**src/rtl/core_pkg.sv**
```systemverilog
// Shared core definitions: default datapath width, fetch step and the
// instruction buffer entry layout.
package core_pkg;

  localparam int XLEN_DEF  = 32;
  localparam int INST_STEP = 4;

  // One instruction buffer slot: fetched word plus the address it came from.
  typedef struct packed {
    logic [XLEN_DEF-1:0] inst;
    logic [XLEN_DEF-1:0] pc;
  } buf_entry_t;

endpackage

```
**src/rtl/sync_fifo.sv**
```systemverilog
// Generic single-clock FIFO with occupancy count and synchronous flush.
// DEPTH must be a power of two so the pointers wrap naturally.
// A push into a full FIFO is taken only when a pop happens in the same cycle.
module sync_fifo #(
  parameter int WIDTH = 32,
  parameter int DEPTH = 4,
  localparam int AW = $clog2(DEPTH),
  localparam int CW = AW + 1
) (
  input  logic             clk_i,
  input  logic             rst_n_i,
  input  logic             flush_i,
  input  logic             push_i,
  input  logic [WIDTH-1:0] data_i,
  input  logic             pop_i,
  output logic [WIDTH-1:0] data_o,
  output logic [CW-1:0]    count_o
);

  localparam logic [CW-1:0] FULL_C = CW'(DEPTH);

  logic [WIDTH-1:0] mem_q [DEPTH];
  logic [AW-1:0]    wr_ptr_q, wr_ptr_d;
  logic [AW-1:0]    rd_ptr_q, rd_ptr_d;
  logic [CW-1:0]    count_q, count_d;
  logic             do_push, do_pop;

  // Next pointers and count; flush wins over push and pop.
  always_comb begin
    do_pop   = pop_i && (count_q != '0);
    do_push  = push_i && ((count_q != FULL_C) || do_pop);
    wr_ptr_d = wr_ptr_q;
    rd_ptr_d = rd_ptr_q;
    count_d  = count_q;
    if (flush_i) begin
      wr_ptr_d = '0;
      rd_ptr_d = '0;
      count_d  = '0;
    end else begin
      if (do_push) wr_ptr_d = wr_ptr_q + AW'(1);
      if (do_pop)  rd_ptr_d = rd_ptr_q + AW'(1);
      case ({do_push, do_pop})
        2'b10:   count_d = count_q + CW'(1);
        2'b01:   count_d = count_q - CW'(1);
        default: count_d = count_q;
      endcase
    end
  end

  // Pointer and count registers.
  always_ff @(posedge clk_i or negedge rst_n_i) begin
    if (!rst_n_i) begin
      wr_ptr_q <= '0;
      rd_ptr_q <= '0;
      count_q  <= '0;
    end else begin
      wr_ptr_q <= wr_ptr_d;
      rd_ptr_q <= rd_ptr_d;
      count_q  <= count_d;
    end
  end

  // Storage array; contents are only meaningful where count says so.
  always_ff @(posedge clk_i) begin
    if (do_push && !flush_i) mem_q[wr_ptr_q] <= data_i;
  end

  assign data_o  = mem_q[rd_ptr_q];
  assign count_o = count_q;

endmodule

```
**src/rtl/fetch_stage.sv**
```systemverilog
// Instruction fetch stage: issues sequential requests to instruction memory,
// pairs in-order responses with their addresses and buffers them for the
// decode stage. Redirects flush the buffer and squash responses still in
// flight for the old path.
module fetch_stage
  import core_pkg::*;
#(
  parameter int              XLEN      = XLEN_DEF,
  parameter logic [XLEN-1:0] RESET_PC  = '0,
  parameter int              DEPTH     = 4,
  parameter int              MAX_OUTST = 2
) (
  input  logic            clk_i,
  input  logic            rst_n_i,
  output logic            imem_req_o,
  output logic [XLEN-1:0] imem_addr_o,
  input  logic            imem_gnt_i,
  input  logic            imem_rvalid_i,
  input  logic [XLEN-1:0] imem_rdata_i,
  input  logic            redirect_i,
  input  logic [XLEN-1:0] redirect_pc_i,
  output logic            inst_valid_o,
  input  logic            inst_ready_i,
  output logic [XLEN-1:0] inst_o,
  output logic [XLEN-1:0] inst_pc_o
);

  localparam int CW = $clog2(DEPTH) + 1;
  localparam logic [CW:0]     DEPTH_C = (CW + 1)'(DEPTH);
  localparam logic [CW-1:0]   MAXO_C  = CW'(MAX_OUTST);
  localparam logic [XLEN-1:0] STEP_C  = XLEN'(INST_STEP);

  logic [XLEN-1:0]   fpc_q, fpc_d;
  logic [CW-1:0]     drop_q, drop_d;
  logic [CW-1:0]     buf_cnt;
  logic [CW-1:0]     outst;
  logic [CW:0]       occ;
  logic [XLEN-1:0]   pc_head;
  logic [2*XLEN-1:0] buf_head;
  logic              req_core, req_acc;
  logic              rsp_acc, rsp_keep;
  logic              buf_pop, inst_vld;

  // Handshake qualification. Responses with nothing outstanding belong to
  // requests from before a reset and are ignored outright.
  always_comb begin
    occ      = {1'b0, buf_cnt} + {1'b0, outst};
    req_core = !redirect_i && (occ < DEPTH_C) && (outst < MAXO_C);
    req_acc  = req_core && imem_gnt_i;
    rsp_acc  = imem_rvalid_i && (outst != '0);
    rsp_keep = rsp_acc && (drop_q == '0) && !redirect_i;
    inst_vld = (buf_cnt != '0);
    buf_pop  = inst_vld && inst_ready_i && !redirect_i;
  end

  // Fetch PC and squash counter. On redirect every request still in flight
  // is stale; outstanding already includes any earlier pending drops, so the
  // new drop count is simply what remains after this cycle's response.
  always_comb begin
    fpc_d  = fpc_q;
    drop_d = drop_q;
    if (redirect_i) begin
      fpc_d  = {redirect_pc_i[XLEN-1:2], 2'b00};
      drop_d = outst - CW'(rsp_acc);
    end else begin
      if (req_acc) fpc_d = fpc_q + STEP_C;
      if (rsp_acc && (drop_q != '0)) drop_d = drop_q - CW'(1);
    end
  end

  // Fetch PC and drop counter registers.
  always_ff @(posedge clk_i or negedge rst_n_i) begin
    if (!rst_n_i) begin
      fpc_q  <= RESET_PC;
      drop_q <= '0;
    end else begin
      fpc_q  <= fpc_d;
      drop_q <= drop_d;
    end
  end

  // Addresses of issued requests; its occupancy is the outstanding count.
  sync_fifo #(
    .WIDTH (XLEN),
    .DEPTH (DEPTH)
  ) u_pc_fifo (
    .clk_i   (clk_i),
    .rst_n_i (rst_n_i),
    .flush_i (1'b0),
    .push_i  (req_acc),
    .data_i  (fpc_q),
    .pop_i   (rsp_acc),
    .data_o  (pc_head),
    .count_o (outst)
  );

  // Fetched instructions waiting for decode, stored as {inst, pc}.
  sync_fifo #(
    .WIDTH (2 * XLEN),
    .DEPTH (DEPTH)
  ) u_inst_buf (
    .clk_i   (clk_i),
    .rst_n_i (rst_n_i),
    .flush_i (redirect_i),
    .push_i  (rsp_keep),
    .data_i  ({imem_rdata_i, pc_head}),
    .pop_i   (buf_pop),
    .data_o  (buf_head),
    .count_o (buf_cnt)
  );

  // Request is forced low while reset is held so nothing escapes during it.
  assign imem_req_o   = req_core && rst_n_i;
  assign imem_addr_o  = fpc_q;
  assign inst_valid_o = inst_vld;
  assign inst_o       = inst_vld ? buf_head[2*XLEN-1:XLEN] : '0;
  assign inst_pc_o    = inst_vld ? buf_head[XLEN-1:0]      : '0;

endmodule

```
**config.mk**
```make
export PLATFORM = sky130hd
export DESIGN_NAME = fetch_stage
export DESIGN_NICKNAME = d
export VERILOG_FILES = /design/src/rtl/core_pkg.sv /design/src/rtl/sync_fifo.sv /design/src/rtl/fetch_stage.sv
export SDC_FILE = /design/constraint.sdc
export NUM_CORES = 1
export LEC_CHECK = 0
export BUFFER_PORTS_ARGS = -buffer_cell sky130_fd_sc_hd__clkbuf_2
export CAP_MARGIN = 0
export CORE_ASPECT_RATIO = 1.75
export CORE_UTILIZATION = 53
export DETAILED_ROUTE_END_ITERATION = 10
export HOLD_SLACK_MARGIN = 0.05
export PLACE_DENSITY = 0.75
export SLEW_MARGIN = 5
export SYNTH_ARGS = -nofsm -noshare
export SYNTH_HDL_FRONTEND = slang
export SYNTH_SLANG_ARGS = --single-unit
```
**constraint.sdc**
```tcl
create_clock -name clk_i -period 3.1 [get_ports clk_i]
set_clock_uncertainty 0.1 [all_clocks]
set_input_delay 0.155 -clock clk_i [delete_from_list [all_inputs] [get_ports clk_i]]
set_output_delay 0.155 -clock clk_i [all_outputs]
set_load 0.005 [all_outputs]
```
==> flow_summary.ini, run 1 <==
[worst_setup_path]
max_stage_delay_ns = 0.97
regToRegSetupSlack_ns = 0.41
slowest_stage = or3_2
worstSetupStartpointType = flip-flop
cp_cell_sequence = or3_2 -> and2_1 -> clkbuf_2
worst-path-buf-inv = 1
r2r_start = u_inst_buf.count_o[1]
crit_type = flip-flop to primary output
cp.depth = 3
rr_endpoint = u_inst_buf.rd_ptr_q[1]
r2r_cells = 5
crit_family = simple AND/OR/NAND/NOR gates
end_kind = primary output
crit_fanout = 64
crit_required_ns = 2.84
crit_arrival_ns = 2.46

[power]
seq_power_share_pct = 47.6
switching_share_pct = 26.5
combPwrFrac_pct = 22.0
power.net_switching_uw = 3910
power_uw = 14800
p_per_area_nw_per_um2 = 740
internal_power_uw = 10800
p_clk_share_pct = 30.4
power.leakage_uw = 0.00697
ir_drop_mv = 0.496

[logic_synthesis]
async_reset_ff_share_pct = 11.3
yosysWarningCount = 0
synth_ff_type = edfxtp_1
syn_area_um2 = 16600
yosysUniqueCellTypes = 57
ys_ff_latch = 415
seq_area_frac_synth_pct = 73.4
syn_area_per_cell_um2 = 18.8
syn_inst = 884
synth_edf_count = 368

[route]
drc = 0
routed_wl_um = 32300
dr.pass1.iters = 5
ant_nets = 0
routedWlPerCell_um = 20.8
drt-vias-per-instance = 5.75
vias = 8899
drtIter0Drc = 519

[clock_tree]
ctsLongestPathBuffers = 3
clk_pin_slew_ns = 0.06
clkLatencyLatePin_ns = 0.53
numCtsBuffers = 36
cts_sinks = 415
cts_tree = built
post-cts-setup-buffer-count = 0
cts_resized = 0
htreeDepth = 2
cts_root_buf = clkbuf_16

[timing]
drv_slew = 0
fin_tns_setup_ns = 0
worst_pin_slew_ns = 1.08
fin_crit_sh_pct = 87.7
rsz0062_at_grt = false
finalWorstSetupSlack_ns = 0.383
period_needed_ns = 2.72
relSlewSlack_pct = 27.8
setup_viol = 0
timing.fmax_mhz = 368
final-hold-violation-count = 0

[placement]
gp_congestion = 0.835
placedInstanceArea_um2 = 18100
dpl.hpwl_um = 18400
pre_cts_ws_ns = 0.512
port-buffer-count = 161

[floorplanning]
coreArea_um2 = 30800
die_height_um = 236
ios = 168
dieArea_um2 = 32200
die_w_um = 136
initial_core_util_pct = 54.0
rows = 85

[job]
drv_cap = 0

[run_status]
outcome = finished, final reports clean

[global_route]
grt_pass1_wl_um = 50800
antenna_found_initial = 0
grt-ovfl-total = 0
grtUsageTotal_pct = 21.0
grt_pass1_vias = 9414
grt_max_degree = 65

[layout]
drive_above_1_share_pct = 30.3
multiInputGateArea_um2 = 4160
nets = 1218
fill_cells = 2093
diodes = 0
layout_commonest_cell = edfxtp_1
area_delta_synth_final_pct = 19.8
layout_common_cells = edfxtp_1 (368), clkbuf_2 (161), mux4_2 (92), and2_1 (69), dlygate4sd3_1 (67)
seqCellArea_um2 = 12200
fin_area_um2 = 19900

[worst_hold_path]
hold_depth = 5
hold_path.class = primary input to flip-flop
hold_path.startpoint = imem_gnt_i
hold_end = u_pc_fifo.count_o[2]
[cell type report]
type                    instances  area share, %
flip-flops and latches        415           61.3
multi-input cells             411           20.9
repair buffers                255           9.23
clock buffers                  42           4.74
well taps                     391           2.45
clock inverters                22           1.17
inverters                      12          0.226
[power groups by stage]
stage / combinational, µW / clock (µW) / sequential [µW]
2_1_floorplan: 2230 / 0 / 6980
6_report: 3250 / 4490 / 7020
5_1_grt: 3590 / 4800 / 7060
4_1_cts: 3320 / 4580 / 7020
3_5_place_dp: 3240 / 0 / 7140
3_3_place_gp: 3170 / 0 / 7110
[worst max-delay path by stage]
stage / start / slack [ns] / to
floorplan: u_pc_fifo.count_o[2] / 0.19 / u_pc_fifo.mem_q[0][10]
CTS: u_inst_buf.count_o[1] / 0.28 / inst_pc_o[12]
global placement: u_pc_fifo.count_o[2] / 0.55 / imem_addr_o[19]
global route: u_inst_buf.count_o[1] / 0.23 / inst_pc_o[12]
finish: u_inst_buf.count_o[1] / 0.38 / inst_pc_o[12]
detailed placement: u_pc_fifo.count_o[2] / 0.51 / imem_addr_o[19]
[synthesized netlist by cell type (6+ instances only)]
| master | number | area [µm²] |
|---|---|---|
| xnor2_1 | 11 | 96.3 |
| ha_1 | 15 | 188 |
| nand2_1 | 41 | 154 |
| and2_1 | 73 | 457 |
| o21ai_0 | 26 | 130 |
| inv_1 | 12 | 45.0 |
| a21oi_1 | 7 | 35.0 |
| dfrtp_1 | 47 | 1180 |
| a31oi_1 | 6 | 37.5 |
| o311ai_0 | 6 | 52.6 |
| nand4_1 | 11 | 68.8 |
| nand3_1 | 21 | 105 |
| nor2_1 | 22 | 82.6 |
| xor2_1 | 8 | 70.1 |
| buf_2 | 14 | 70.1 |
| edfxtp_1 | 368 | 11100 |
| buf_4 | 6 | 45.0 |
| clkbuf_1 | 25 | 93.8 |
| mux4_2 | 92 | 2070 |
[tightest hold or removal path, cell delays in order]
cell and delay [ns]:
clkbuf_2 0.09, and4_1 0.18, nor2_1 0.07, a21oi_1 0.17, xnor2_1 0.08
[routing by layer]
layer | part of all wire, % | GRT usage, % | wire length (µm) | vias to the layer above
met1 | 38 | 24.7 | 12100 | 4529
met3 | 4.9 | 3.15 | 1590 | 47
met4 | 2.7 | 7.54 | 863 | 0
met2 | 55 | 38.4 | 17700 | 322
li1 | - | - | - | 4001
met5 | 0 | 0 | 0 | -
[kinds of logic after synthesis]
logic type                 share of synthesized area [%]
muxes                                               12.6
other                                             0.0225
buffers and inverters                               1.67
adders and majority gates                           1.37
AOI/OAI and AO/OA                                   2.85
and+or+nand+nor                                     7.03
DFF                                                 73.4
xor gates and xnor gates                           0.999
[per-stage QoR]
| step | hold WS [ns] | utilization, % | std cells |
|---|---|---|---|
| after floorplan | -0.241 | - | 887 |
| after global placement | 0.259 | 58.7 | 1417 |
| after detailed placement | 0.269 | 58.7 | 1417 |
| after CTS | 0.144 | 64.7 | 1548 |
| after global routing | 0.226 | 64.7 | 1548 |
| final | 0.162 | 64.7 | 1548 |
[flip-flops by register name (all words and copies together) (netlist names), 3 cells and up]
signal              cells
drop_q                  3
u_inst_buf.count_o      3
imem_addr_o            30
u_inst_buf.mem_q      248
u_pc_fifo.mem_q       120
u_pc_fifo.count_o       3
[what timing repair did]
item,in CTS,in global routing
hold buffers,67,0
endpoints found under the setup margin,0,0
endpoints found under the hold margin,215,0
Power figures use the tool's default switching activity.
==> inputs of run 2 (changes only) <==
--- a/config.mk
+++ b/config.mk
@@ -6,5 +6,5 @@
 export NUM_CORES = 1
 export LEC_CHECK = 0
-export BUFFER_PORTS_ARGS = -buffer_cell sky130_fd_sc_hd__clkbuf_2
+export BUFFER_PORTS_ARGS = -buffer_cell sky130_fd_sc_hd__buf_4
 export CAP_MARGIN = 0
 export CORE_ASPECT_RATIO = 1.75
==> constraint.sdc (replaced) <==
create_clock -name clk_i -period 3.1 [get_ports clk_i]
set_clock_uncertainty 0.1 [all_clocks]
set_input_delay 0.31 -clock clk_i [delete_from_list [all_inputs] [get_ports clk_i]]
set_output_delay 0.31 -clock clk_i [all_outputs]
set_load 0.005 [all_outputs]
==> flow_summary.ini, run 2 (synthesized netlist as in run 1, its figures left out) <==
[run_status]
outcome = finished, final reports clean

[floorplanning]
coreArea_um2 = 30800
ios = 168
die_w_um = 136
rows = 85
die_height_um = 236
initial_core_util_pct = 54.0
dieArea_um2 = 32200

[power]
power.net_switching_uw = 3870
power_uw = 15300
p_clk_share_pct = 31.2
combPwrFrac_pct = 22.6
p_per_area_nw_per_um2 = 746
seq_power_share_pct = 46.2
ir_drop_mv = 0.471
internal_power_uw = 11400
power.leakage_uw = 0.00715
switching_share_pct = 25.4

[clock_tree]
cts_resized = 0
cts_root_buf = clkbuf_16
cts_tree = built
clk_pin_slew_ns = 0.07
clkLatencyLatePin_ns = 0.51
cts_sinks = 415
htreeDepth = 2
numCtsBuffers = 36
ctsLongestPathBuffers = 3

[placement]
dpl.hpwl_um = 19700
gp_congestion = 0.828
port-buffer-count = 161
pre_cts_ws_ns = 0.521

[worst_setup_path]
crit_type = flip-flop to primary output
rr_endpoint = imem_addr_o[19]
crit_required_ns = 2.69
slowest_stage = dfrtp_4
max_stage_delay_ns = 0.65
end_kind = primary output
crit_arrival_ns = 2.32
regToRegSetupSlack_ns = 0.50
cp_cell_sequence = buf_12 -> mux4_2 -> and2_1 -> buf_4
r2r_start = u_pc_fifo.count_o[2]
worst-path-buf-inv = 2
crit_fanout = 23
worstSetupStartpoint = u_inst_buf.rd_ptr_q[0]
setup.worst_path.end = inst_o[5]
cp.depth = 4
crit_family = flip-flops
worstSetupStartpointType = flip-flop
r2r_cells = 8

[route]
routedWlPerCell_um = 20.6
vias = 8854
ant_nets = 0
drtIter0Drc = 406
drt-vias-per-instance = 5.72
dr.pass1.iters = 5
drc = 0
routed_wl_um = 31900

[timing]
period_needed_ns = 2.73
rsz0062_at_grt = false
final-hold-violation-count = 0
drv_slew = 0
fin_crit_sh_pct = 88.2
worst_pin_slew_ns = 0.636
relSlewSlack_pct = 57.6
timing.fmax_mhz = 366
finalWorstSetupSlack_ns = 0.365
fin_tns_setup_ns = 0
setup_viol = 0

[global_route]
use_met2_pct = 38.0
grt_max_degree = 65
grt_pass1_wl_um = 50200
grt_util_met3_pct = 2.70
met1_usage_pct = 24.3
grt-ovfl-total = 0
antenna_found_initial = 0
grt-busiest-layer = met2
grt_pass1_vias = 9405
grtUsageTotal_pct = 20.7

[worst_hold_path]
hold_path.startpoint = inst_ready_i
hold_path.class = primary input to flip-flop

[job]
drv_cap = 0

[layout]
final_core_util_pct = 66.4
largest-register = u_inst_buf.mem_q
nets = 1218
area_delta_synth_final_pct = 23.0
largest_register_ffs = 248
drive_above_1_share_pct = 30.9
layout_commonest_cell = edfxtp_1
diodes = 0
layout_common_cells = edfxtp_1 (368), buf_4 (175), mux4_2 (92), and2_1 (69), dlygate4sd3_1 (64)
-- run 2: cell count changes in the layout (fill, tap and decap cells not counted), moves of 2 or more --
cell / before / now
buf_4: 14 / 175
bufinv_16: 4 / 7
inv_6: 3 / 1
clkinvlp_4: 4 / 2
clkbuf_2: 161 / 0
clkinv_1: 5 / 2
buf_12: 13 / 16
clkbuf_8: 0 / 3
dlygate4sd3_1: 67 / 64
-- run 2: what timing repair did --
action	in CTS	in global routing
hold buffers	64	0
buffers inserted	0	0
hold endpoints to repair	214	0
-- run 2: stage by stage --
stage	std cells	instance area, µm²	hold slack [ns]
global route	1548	20500	0.0928
detailed placement	1420	18600	0.405
global placement	1420	18600	0.392
floorplan	887	16700	-0.0856
CTS	1548	20500	0.0566
finish	1548	20500	0.0848
-- run 2: layout make-up --
| class | count | area [µm²] |
|---|---|---|
| inverter | 12 | 45.0 |
| clock inverter | 19 | 287 |
| tap | 391 | 489 |
| fill | 2029 | 10400 |
| clock buffer | 45 | 986 |
| sequential | 415 | 12200 |
| multi-input combinational | 411 | 4160 |
| timing repair buffer | 255 | 2270 |
-- run 2: worst reg2reg max path: cells and delay by family, from the launching register on --
| kind | cells | cell delay (ns) |
|---|---|---|
| AOI/OAI and AO/OA | 2 | 0.46 |
| DFF | 1 | 0.45 |
| and+or+nand+nor | 3 | 0.64 |
| buffers and inverters | 2 | 0.53 |
| adders and majority gates | 1 | 0.31 |
-- run 2: how the worst min path moves through the flow --
stage                             end  slack, ns  depth (start not counted)
2_1_floorplan               drop_q[0]      -0.09                          0
3_5_place_dp    u_pc_fifo.rd_ptr_q[1]       0.40                          1
4_1_cts        u_inst_buf.rd_ptr_q[1]       0.06                          4
5_1_grt        u_inst_buf.rd_ptr_q[1]       0.09                          4
3_3_place_gp    u_pc_fifo.rd_ptr_q[1]       0.39                          1
6_report       u_inst_buf.rd_ptr_q[1]       0.08                          4
-- run 2: routing by layer --
| metal | routed length (µm) | share of wire [%] | vias up |
|---|---|---|---|
| met5 | 0 | 0 | - |
| met4 | 955 | 3.0 | 0 |
| met3 | 1500 | 4.7 | 58 |
| met2 | 17500 | 55 | 295 |
| met1 | 11900 | 37 | 4488 |
| li1 | - | - | 4013 |
-- run 2: power groups by stage --
| stage | clock network (µW) | logic [µW] | registers (µW) |
|---|---|---|---|
| after floorplan | 0 | 2230 | 6980 |
| final | 4760 | 3460 | 7050 |
| after CTS | 4870 | 3530 | 7060 |
| after detailed placement | 0 | 3450 | 7170 |
| after global routing | 5050 | 3790 | 7100 |
| after global placement | 0 | 3380 | 7150 |
